[src/rtl/match_window_counter.sv]
// Counts high cycles and rising edges of match over WINDOW-cycle windows; result is
// registered one edge after the last sample, held under backpressure, and overruns set a sticky flag.
module match_window_counter #(
  parameter int WINDOW = 16,
  parameter int CNT_W  = 8
) (
  input  logic             clk,
  input  logic             rst_n,
  input  logic             en,
  input  logic             match,
  input  logic             res_ready,
  output logic             res_valid,
  output logic [CNT_W-1:0] res_high,
  output logic [CNT_W-1:0] res_edges,
  output logic             dropped
);

  localparam int CW = (WINDOW > 1) ? $clog2(WINDOW) : 1;
  localparam logic [CW-1:0]    LAST    = CW'(WINDOW - 1);
  localparam logic [CNT_W-1:0] CNT_MAX = '1;

  typedef enum logic {
    IDLE  = 1'b0,
    COUNT = 1'b1
  } state_t;

  state_t           state_q, state_d;
  logic [CW-1:0]    cnt_q, cnt_d;
  logic [CNT_W-1:0] high_acc_q, high_acc_d;
  logic [CNT_W-1:0] edge_acc_q, edge_acc_d;
  logic             match_q;
  logic             res_valid_q, res_valid_d;
  logic [CNT_W-1:0] res_high_q, res_high_d;
  logic [CNT_W-1:0] res_edges_q, res_edges_d;
  logic             dropped_q, dropped_d;

  // Accumulator values including the current sample, saturating at all-ones.
  logic [CNT_W-1:0] high_nxt;
  logic [CNT_W-1:0] edge_nxt;
  logic             rise;
  logic             complete;

  assign rise = match & ~match_q;

  always_comb begin
    high_nxt = high_acc_q;
    edge_nxt = edge_acc_q;
    if (match && (high_acc_q != CNT_MAX)) begin
      high_nxt = high_acc_q + CNT_W'(1);
    end
    if (rise && (edge_acc_q != CNT_MAX)) begin
      edge_nxt = edge_acc_q + CNT_W'(1);
    end
  end

  always_comb begin
    state_d     = state_q;
    cnt_d       = cnt_q;
    high_acc_d  = high_acc_q;
    edge_acc_d  = edge_acc_q;
    res_valid_d = res_valid_q;
    res_high_d  = res_high_q;
    res_edges_d = res_edges_q;
    dropped_d   = dropped_q;
    complete    = 1'b0;

    if (!en) begin
      // Abort: partial window is discarded, pending result untouched.
      state_d    = IDLE;
      cnt_d      = '0;
      high_acc_d = '0;
      edge_acc_d = '0;
    end else begin
      case (state_q)
        IDLE: begin
          state_d    = COUNT;
          cnt_d      = CW'(1);
          high_acc_d = high_nxt;
          edge_acc_d = edge_nxt;
        end
        COUNT: begin
          if (cnt_q == LAST) begin
            complete   = 1'b1;
            state_d    = IDLE;
            cnt_d      = '0;
            high_acc_d = '0;
            edge_acc_d = '0;
          end else begin
            cnt_d      = cnt_q + CW'(1);
            high_acc_d = high_nxt;
            edge_acc_d = edge_nxt;
          end
        end
        default: begin
          state_d    = IDLE;
          cnt_d      = '0;
          high_acc_d = '0;
          edge_acc_d = '0;
        end
      endcase
    end

    if (complete) begin
      if (!res_valid_q || res_ready) begin
        res_valid_d = 1'b1;
        res_high_d  = high_nxt;
        res_edges_d = edge_nxt;
      end else begin
        dropped_d = 1'b1;
      end
    end else if (res_valid_q && res_ready) begin
      res_valid_d = 1'b0;
    end
  end

  always_ff @(posedge clk or negedge rst_n) begin
    if (!rst_n) begin
      state_q     <= IDLE;
      cnt_q       <= '0;
      high_acc_q  <= '0;
      edge_acc_q  <= '0;
      match_q     <= 1'b0;
      res_valid_q <= 1'b0;
      res_high_q  <= '0;
      res_edges_q <= '0;
      dropped_q   <= 1'b0;
    end else begin
      state_q     <= state_d;
      cnt_q       <= cnt_d;
      high_acc_q  <= high_acc_d;
      edge_acc_q  <= edge_acc_d;
      match_q     <= match;
      res_valid_q <= res_valid_d;
      res_high_q  <= res_high_d;
      res_edges_q <= res_edges_d;
      dropped_q   <= dropped_d;
    end
  end

  assign res_valid = res_valid_q;
  assign res_high  = res_high_q;
  assign res_edges = res_edges_q;
  assign dropped   = dropped_q;

endmodule

[config.mk]
export PLATFORM = sky130hd
export DESIGN_NAME = match_window_counter
export DESIGN_NICKNAME = d
export VERILOG_FILES = /design/src/rtl/match_window_counter.sv
export SDC_FILE = /design/constraint.sdc
export NUM_CORES = 1
export LEC_CHECK = 0
export ABC_AREA = 1
export BUFFER_PORTS_ARGS = -buffer_cell sky130_fd_sc_hd__buf_4
export CAP_MARGIN = 20
export CORE_UTILIZATION = 50
export CTS_BUF_LIST = sky130_fd_sc_hd__clkbuf_8
export CTS_CLUSTER_DIAMETER = 120
export DETAILED_ROUTE_END_ITERATION = 6
export GPL_TIMING_DRIVEN = 0
export PLACE_DENSITY = 0.7
export SYNTH_ARGS = -nofsm -noshare
export SYNTH_HDL_FRONTEND = slang
export SYNTH_SLANG_ARGS = --single-unit
[constraint.sdc]
create_clock -name clk -period 1.45 [get_ports clk]
set_clock_uncertainty 0.1 [all_clocks]
set_input_delay 0.145 -clock clk [delete_from_list [all_inputs] [get_ports clk]]
set_output_delay 0.145 -clock clk [all_outputs]
set_load 0.05 [all_outputs]
==> flow_metrics.tcl, run 1 <==
set metrics [dict create \
    hold_violations 0 \
    period_needed_ns 1.51 \
    drc 0 \
    num_vias 1707 \
    maxCapViolCount 0 \
    place_worst_setup_slack_ns -0.115 \
    syn2layout_area_growth_pct 32.8 \
    path_clk_slew_ns 0.07 \
    synth_ff_type "dfrtp_1" \
    fillers 314 \
    dp_hpwl_um 2590 \
    synth_common_cells "nand2_1, dfrtp_1, nand3_1" \
    clock_latency_ns 0.29 \
    p_leak_nw 1.32 \
    synth_top_area_cell "dfrtp_1" \
    grt_setup_unrepaired "yes" \
    die_y_um 64.3 \
    cts_inserted_buffers 5 \
    regToRegStartpoint "cnt_q[0]" \
    fmax_ghz 0.664 \
    grt_first_pass_wirelength_um 6640 \
    nNetsFinal 297 \
    pin_count 23 \
    crit_fanout 5 \
    htree_levels 2 \
    worstReg2RegEnd "res_edges[4]" \
    drt_wl_total_um 4200 \
    status "finished, violations left" \
    finalSetupTns_ns -0.544 \
    syn_area_per_cell_um2 8.09 \
    grt_max_degree 41 \
    tightest_slew_ns 0.498 \
    synth_cells 240 \
    multi_input_area_um2 916 \
    relSlewSlack_pct 66.8 \
    final_antenna_net_count 0 \
    fin_crit_sh_pct 104 \
    ys_top_cells_by_area "dfrtp_1, nand2_1, nand3_1" \
    die_w_um 64.3 \
    startpoint_type "register" \
    syn-cell-area_mm2 0.00194 \
    yosysSeqAreaShare_pct 51.6 \
    initial_core_util_pct 52.6 \
    peakVddDrop_v 0.000585 \
    post_synth_num_cell_types 25 \
    core_area_mm2 0.00369 \
    post_drt_wl_per_cell_um 12.5 \
    synth_top_area_share_pct 51.6 \
    seq_area_mm2 0.00100 \
    powerDensity_mw_per_mm2 764 \
    setup_ws_ns -0.0566 \
    synth_edf_count 0 \
    endpoint_kind "register" \
    cts_tree "yes" \
    fp-row-count 22 \
    hold-path-endpoint "cnt_q[0]" \
    die_area_mm2 0.00413 \
    violations "negative setup slack" \
    synth_nets 248 \
    r2r_slack_ns -0.06 \
    synth_most_common_cell "nand2_1" \
    finalMaxSlewViolations 0 \
    holdPathStages 3 \
    grt_antenna_before_repair 0 \
    layout-drive-gt1-share_pct 32.2 \
    ys_async_sr_fraction_pct 100 \
    io_buffers 22 \
    hold_path.class "in2reg" \
    gp_congestion 0.886 \
    max-clock-path-buffers 2 \
    first_pass_iters 4 \
    cts_sinks 40 \
    yosysWarnings 0 \
    drt-initial-drc-count 86 \
    min_from "en" \
    grt_pass1_vias 1494 \
    viasPerCell 5.07 \
    ys_seq_elements 40 \
    critPathKind "reg2reg" \
    grt_util_all_layers_pct 20.9 \
    r2r_cells 10 \
    grt-ovfl-total 0 \
    worstPathArrival_ns 1.63 \
    setup-violations-final 25 \
    antenna_cells 0 \
    cp.required_ns 1.57 \
    root_buffer "clkbuf_8" \
]
==> layout by cell type, fill, tap and decap left out <==
cell type	count
nor2_4	5
inv_1	24
o21ai_1	4
nor2_2	7
a21oi_1	3
nand2_1	78
dlygate4sd3_1	2
nand2_2	8
nand3_1	16
inv_2	3
nor3_1	3
nand3_2	8
nand2_4	2
ha_2	2
nand3_4	2
buf_8	3
nor2_1	16
ha_4	1
a21o_1	2
buf_6	3
clkbuf_16	1
nand3b_1	2
buf_4	38
clkinv_4	1
inv_4	1
nand4_1	3
dfrtp_2	1
dfrtp_1	39
clkbuf_8	5
a21oi_4	1
o21ai_0	2
o21bai_1	2
clkinv_2	1
==> state kept, by name (all words and copies together) (netlist names) <==
register,count
cnt_q,4
dropped,1
edge_acc_q,8
high_acc_q,8
match_q,1
res_edges,8
res_high,8
res_valid,1
state_q,1
==> cell type report <==
cell class,instances,share of cell area [%]
Multi-Input combinational cell,167,35.5
Timing Repair Buffer,41,13.0
Clock inverter,2,0.340
Buffer,6,2.91
Clock buffer,5,2.67
Sequential cell,40,38.9
Tap cell,48,2.33
Inverter,28,4.37
==> metal layers <==
layer / routed length [um] / up-vias / global-route usage [%]
met3: 139 / 5 / 3.93
met1: 1900 / 826 / 27.0
met2: 2120 / 30 / 35.1
met4: 51 / 0 / 6.67
li1: - / 846 / -
met5: 0 / - / 0
==> what timing repair did <==
| action | CTS | global route |
|---|---|---|
| gates cloned | 1 | 2 |
| setup buffers | 7 | 8 |
| endpoints found under the setup margin | 28 | 32 |
| pin swaps | 6 | 17 |
| endpoints found under the hold margin | 41 | 0 |
| resized for setup | 16 | 27 |
| hold buffers | 2 | 0 |
==> power by group <==
group          internal, mW  switching (mW)
Sequential             1.13          0.0152
Combinational        0.0622          0.0835
Clock                 0.320           0.357
==> worst max path at each step <==
stage              from            to  slack (ns)  cells after the start
3_3_place_gp   cnt_q[0]  res_edges[5]       -0.08                      9
4_1_cts        cnt_q[0]   res_high[2]       -0.07                     10
3_5_place_dp   cnt_q[0]   res_high[1]       -0.12                      9
2_1_floorplan  cnt_q[0]  res_edges[2]        0.06                      9
6_report       cnt_q[0]  res_edges[4]       -0.06                     10
5_1_grt        cnt_q[1]  res_edges[4]       -0.12                     10
==> critical path, stage by stage, from the launching register on <==
cell,delay (ns)
dfrtp_1,0.37
ha_2,0.21
nand2_4,0.06
nor2_4,0.10
inv_2,0.05
nor2_4,0.11
nand2_4,0.09
clkinv_4,0.08
clkbuf_16,0.15
nand3_2,0.07
nand2_1,0.07
==> metrics by stage <==
stage          util [%]  hold WS (ns)  total power, mW  cell area [um2]  cells
5_1_grt            69.9        0.0806             2.05             2580    337
3_5_place_dp       58.8        0.0525             1.27             2170    310
4_1_cts            64.3        0.0621             1.96             2370    327
2_1_floorplan         -        -0.251             1.22             1940    240
6_report           69.9        0.0704             1.97             2580    337
3_3_place_gp       58.8        0.0479             1.26             2170    310
==> cells by family (layout without fill, tap and decap cells) <==
family                   Yosys count  count (layout)  synth area share [%]
buffers and inverters             34              82                  8.83
AO/OA/AOI/OAI                     14              14                  4.13
AND/OR/NAND/NOR                  149             150                  33.5
adder cells (fa/ha/maj)            3               3                  1.93
flip-flops                        40              40                  51.6
Power figures use the tool's default switching activity.
==> run 2: changes to the inputs <==
CORE_UTILIZATION = 54   (was 50)
PLACE_DENSITY = 0.75   (was 0.7)
==> run 2 against run 1 <==
The run still ends with negative setup slack left. Flip-flop and latch count stayed put. Largest cell class unchanged. Via count shrank 3.9%. Critical path depth is 1 lower.
==> flow_metrics.tcl, run 2 (synthesis results as in run 1) <==
set metrics [dict create \
    status "finished, violations left" \
    violations "negative setup slack" \
    relSlewSlack_pct 66.5 \
    grt_setup_unrepaired "yes" \
    io_buffers 22 \
    cts_sinks 40 \
    htree_levels 2 \
    grt_pass1_vias 1411 \
    drc 0 \
    drt-initial-drc-count 116 \
    peakVddDrop_v 0.000549 \
    syn2layout_area_growth_pct 30.9 \
    fmax_ghz 0.667 \
    grt-ovfl-total 0 \
    grt_antenna_before_repair 0 \
    met3_usage_pct 5.80 \
    die_y_um 61.9 \
    setup-violations-final 18 \
    place_worst_setup_slack_ns -0.0897 \
    nNetsFinal 294 \
    first_pass_iters 4 \
    cpMostUsedCell "nand2_1" \
    cts_tree "yes" \
    fin_crit_sh_pct 103 \
    p_leak_nw 1.35 \
    core_area_mm2 0.00339 \
    cts_inserted_buffers 5 \
    startpoint_type "register" \
    finalMaxSlewViolations 0 \
    fillers 239 \
    powerDensity_mw_per_mm2 892 \
    postPlaceCellArea_mm2 0.00216 \
    critPathKind "reg2reg" \
    r2r_cells 9 \
    fp-row-count 21 \
    num_vias 1641 \
    crit_cells 9 \
    design_area_mm2 0.00254 \
    met2_usage_pct 37.4 \
    antenna_cells 0 \
    cp.required_ns 1.53 \
    clock_latency_ns 0.29 \
    die_area_mm2 0.00384 \
    grt_first_pass_wirelength_um 6200 \
    setup_ws_ns -0.0495 \
    hold_violations 0 \
    critPathBufInv 2 \
    path_clk_slew_ns 0.08 \
    die_w_um 61.9 \
    slowest_stage "dfrtp_1" \
    initial_core_util_pct 57.3 \
    dp_hpwl_um 2650 \
    grt_util_all_layers_pct 22.9 \
    gr-usage-met1_pct 29.9 \
    mostFrequentLayoutCells "nand2_1, dfrtp_1, buf_4" \
    holdPathStages 4 \
    drt_wl_total_um 4170 \
    hold_path.class "in2reg" \
    worstPathArrival_ns 1.58 \
    viasPerCell 4.93 \
    tightest_slew_ns 0.503 \
    worstPathCellList "ha_2 -> nand2_2 -> inv_1 -> nand3_2 -> buf_4 -> nand2_1 -> nand2_1 -> nand3_1 -> nand2_1" \
    gp_congestion 0.793 \
    maxCapViolCount 0 \
    root_buffer "clkbuf_8" \
    post_drt_wl_per_cell_um 12.5 \
    final_antenna_net_count 0 \
    critPathMaxStageDelay_ns 0.40 \
    crit_fanout 5 \
    pin_count 23 \
    layout_commonest_cell "nand2_1" \
    endpoint_kind "register" \
    busiest_layer "met2" \
    period_needed_ns 1.50 \
    max-clock-path-buffers 2 \
    grt_max_degree 41 \
    path_delay_family "simple AND/OR/NAND/NOR gates" \
    layout-drive-gt1-share_pct 28.2 \
]
[run 2: worst paths after layout]
path                                    start            to  slack [ns]
worst max-delay path            high_acc_q[0]   res_high[4]       -0.05
worst min-delay path                res_ready     res_valid        0.07
worst max register to register  high_acc_q[0]   res_high[4]       -0.05
worst min register to register   res_edges[7]  res_edges[7]        0.37
max in group asynchronous               rst_n     res_valid        0.63
min in group asynchronous               rst_n      cnt_q[1]        0.26
[run 2: report_power, final]
part / internal (mW) / total (mW) / switching, mW
sequential: 1.13 / 1.14 / 0.0138
clock: 0.608 / 0.995 / 0.388
combinational: 0.0502 / 0.127 / 0.0771
total: 1.79 / 2.27 / 0.479
[run 2: final cells by class]
type / count / area [um2] / area share (%)
inverters: 28 / 110 / 4.33
multi-input cells: 167 / 867 / 34.1
flip-flops and latches: 40 / 1000 / 39.4
clock inverters: 1 / 30.0 / 1.18
well taps: 46 / 57.6 / 2.26
clock buffers: 7 / 96.3 / 3.79
plain buffers: 6 / 67.6 / 2.66
repair buffers: 38 / 310 / 12.2
[run 2: worst reg2reg max path: stages (launching register included)]
cell	delay, ns
dfrtp_1	0.40
ha_2	0.21
nand2_2	0.07
inv_1	0.08
nand3_2	0.12
buf_4	0.18
nand2_1	0.06
nand2_1	0.07
nand3_1	0.07
nand2_1	0.05
[run 2: metal layers]
metal / wire length (um) / part of all wire [%] / vias to the layer above
met4: 49 / 1.2 / 0
met1: 1940 / 46 / 769
met5: 0 / 0 / -
met2: 2040 / 49 / 25
met3: 139 / 3.3 / 5
li1: - / - / 842
[run 2: through the flow]
step	utilization, %	setup TNS, ns	hold slack [ns]	cells	power [mW]
6_report	75.0	-0.475	0.0698	333	2.27
5_1_grt	75.0	-3.63	0.0848	333	2.34
4_1_cts	70.0	-0.426	0.0660	323	2.26
3_5_place_dp	63.9	-1.63	0.0539	308	1.27
3_3_place_gp	63.9	-0.601	0.0501	308	1.26
2_1_floorplan	-	0	-0.251	240	1.22
[run 2: what timing repair did]
action | in CTS | in global routing
buffers inserted | 4 | 7
pin swaps | 2 | 17
cloned | 0 | 3
setup endpoints to repair | 30 | 32
hold buffers | 3 | 0
endpoints found under the hold margin | 42 | 0
gates resized for setup | 7 | 20
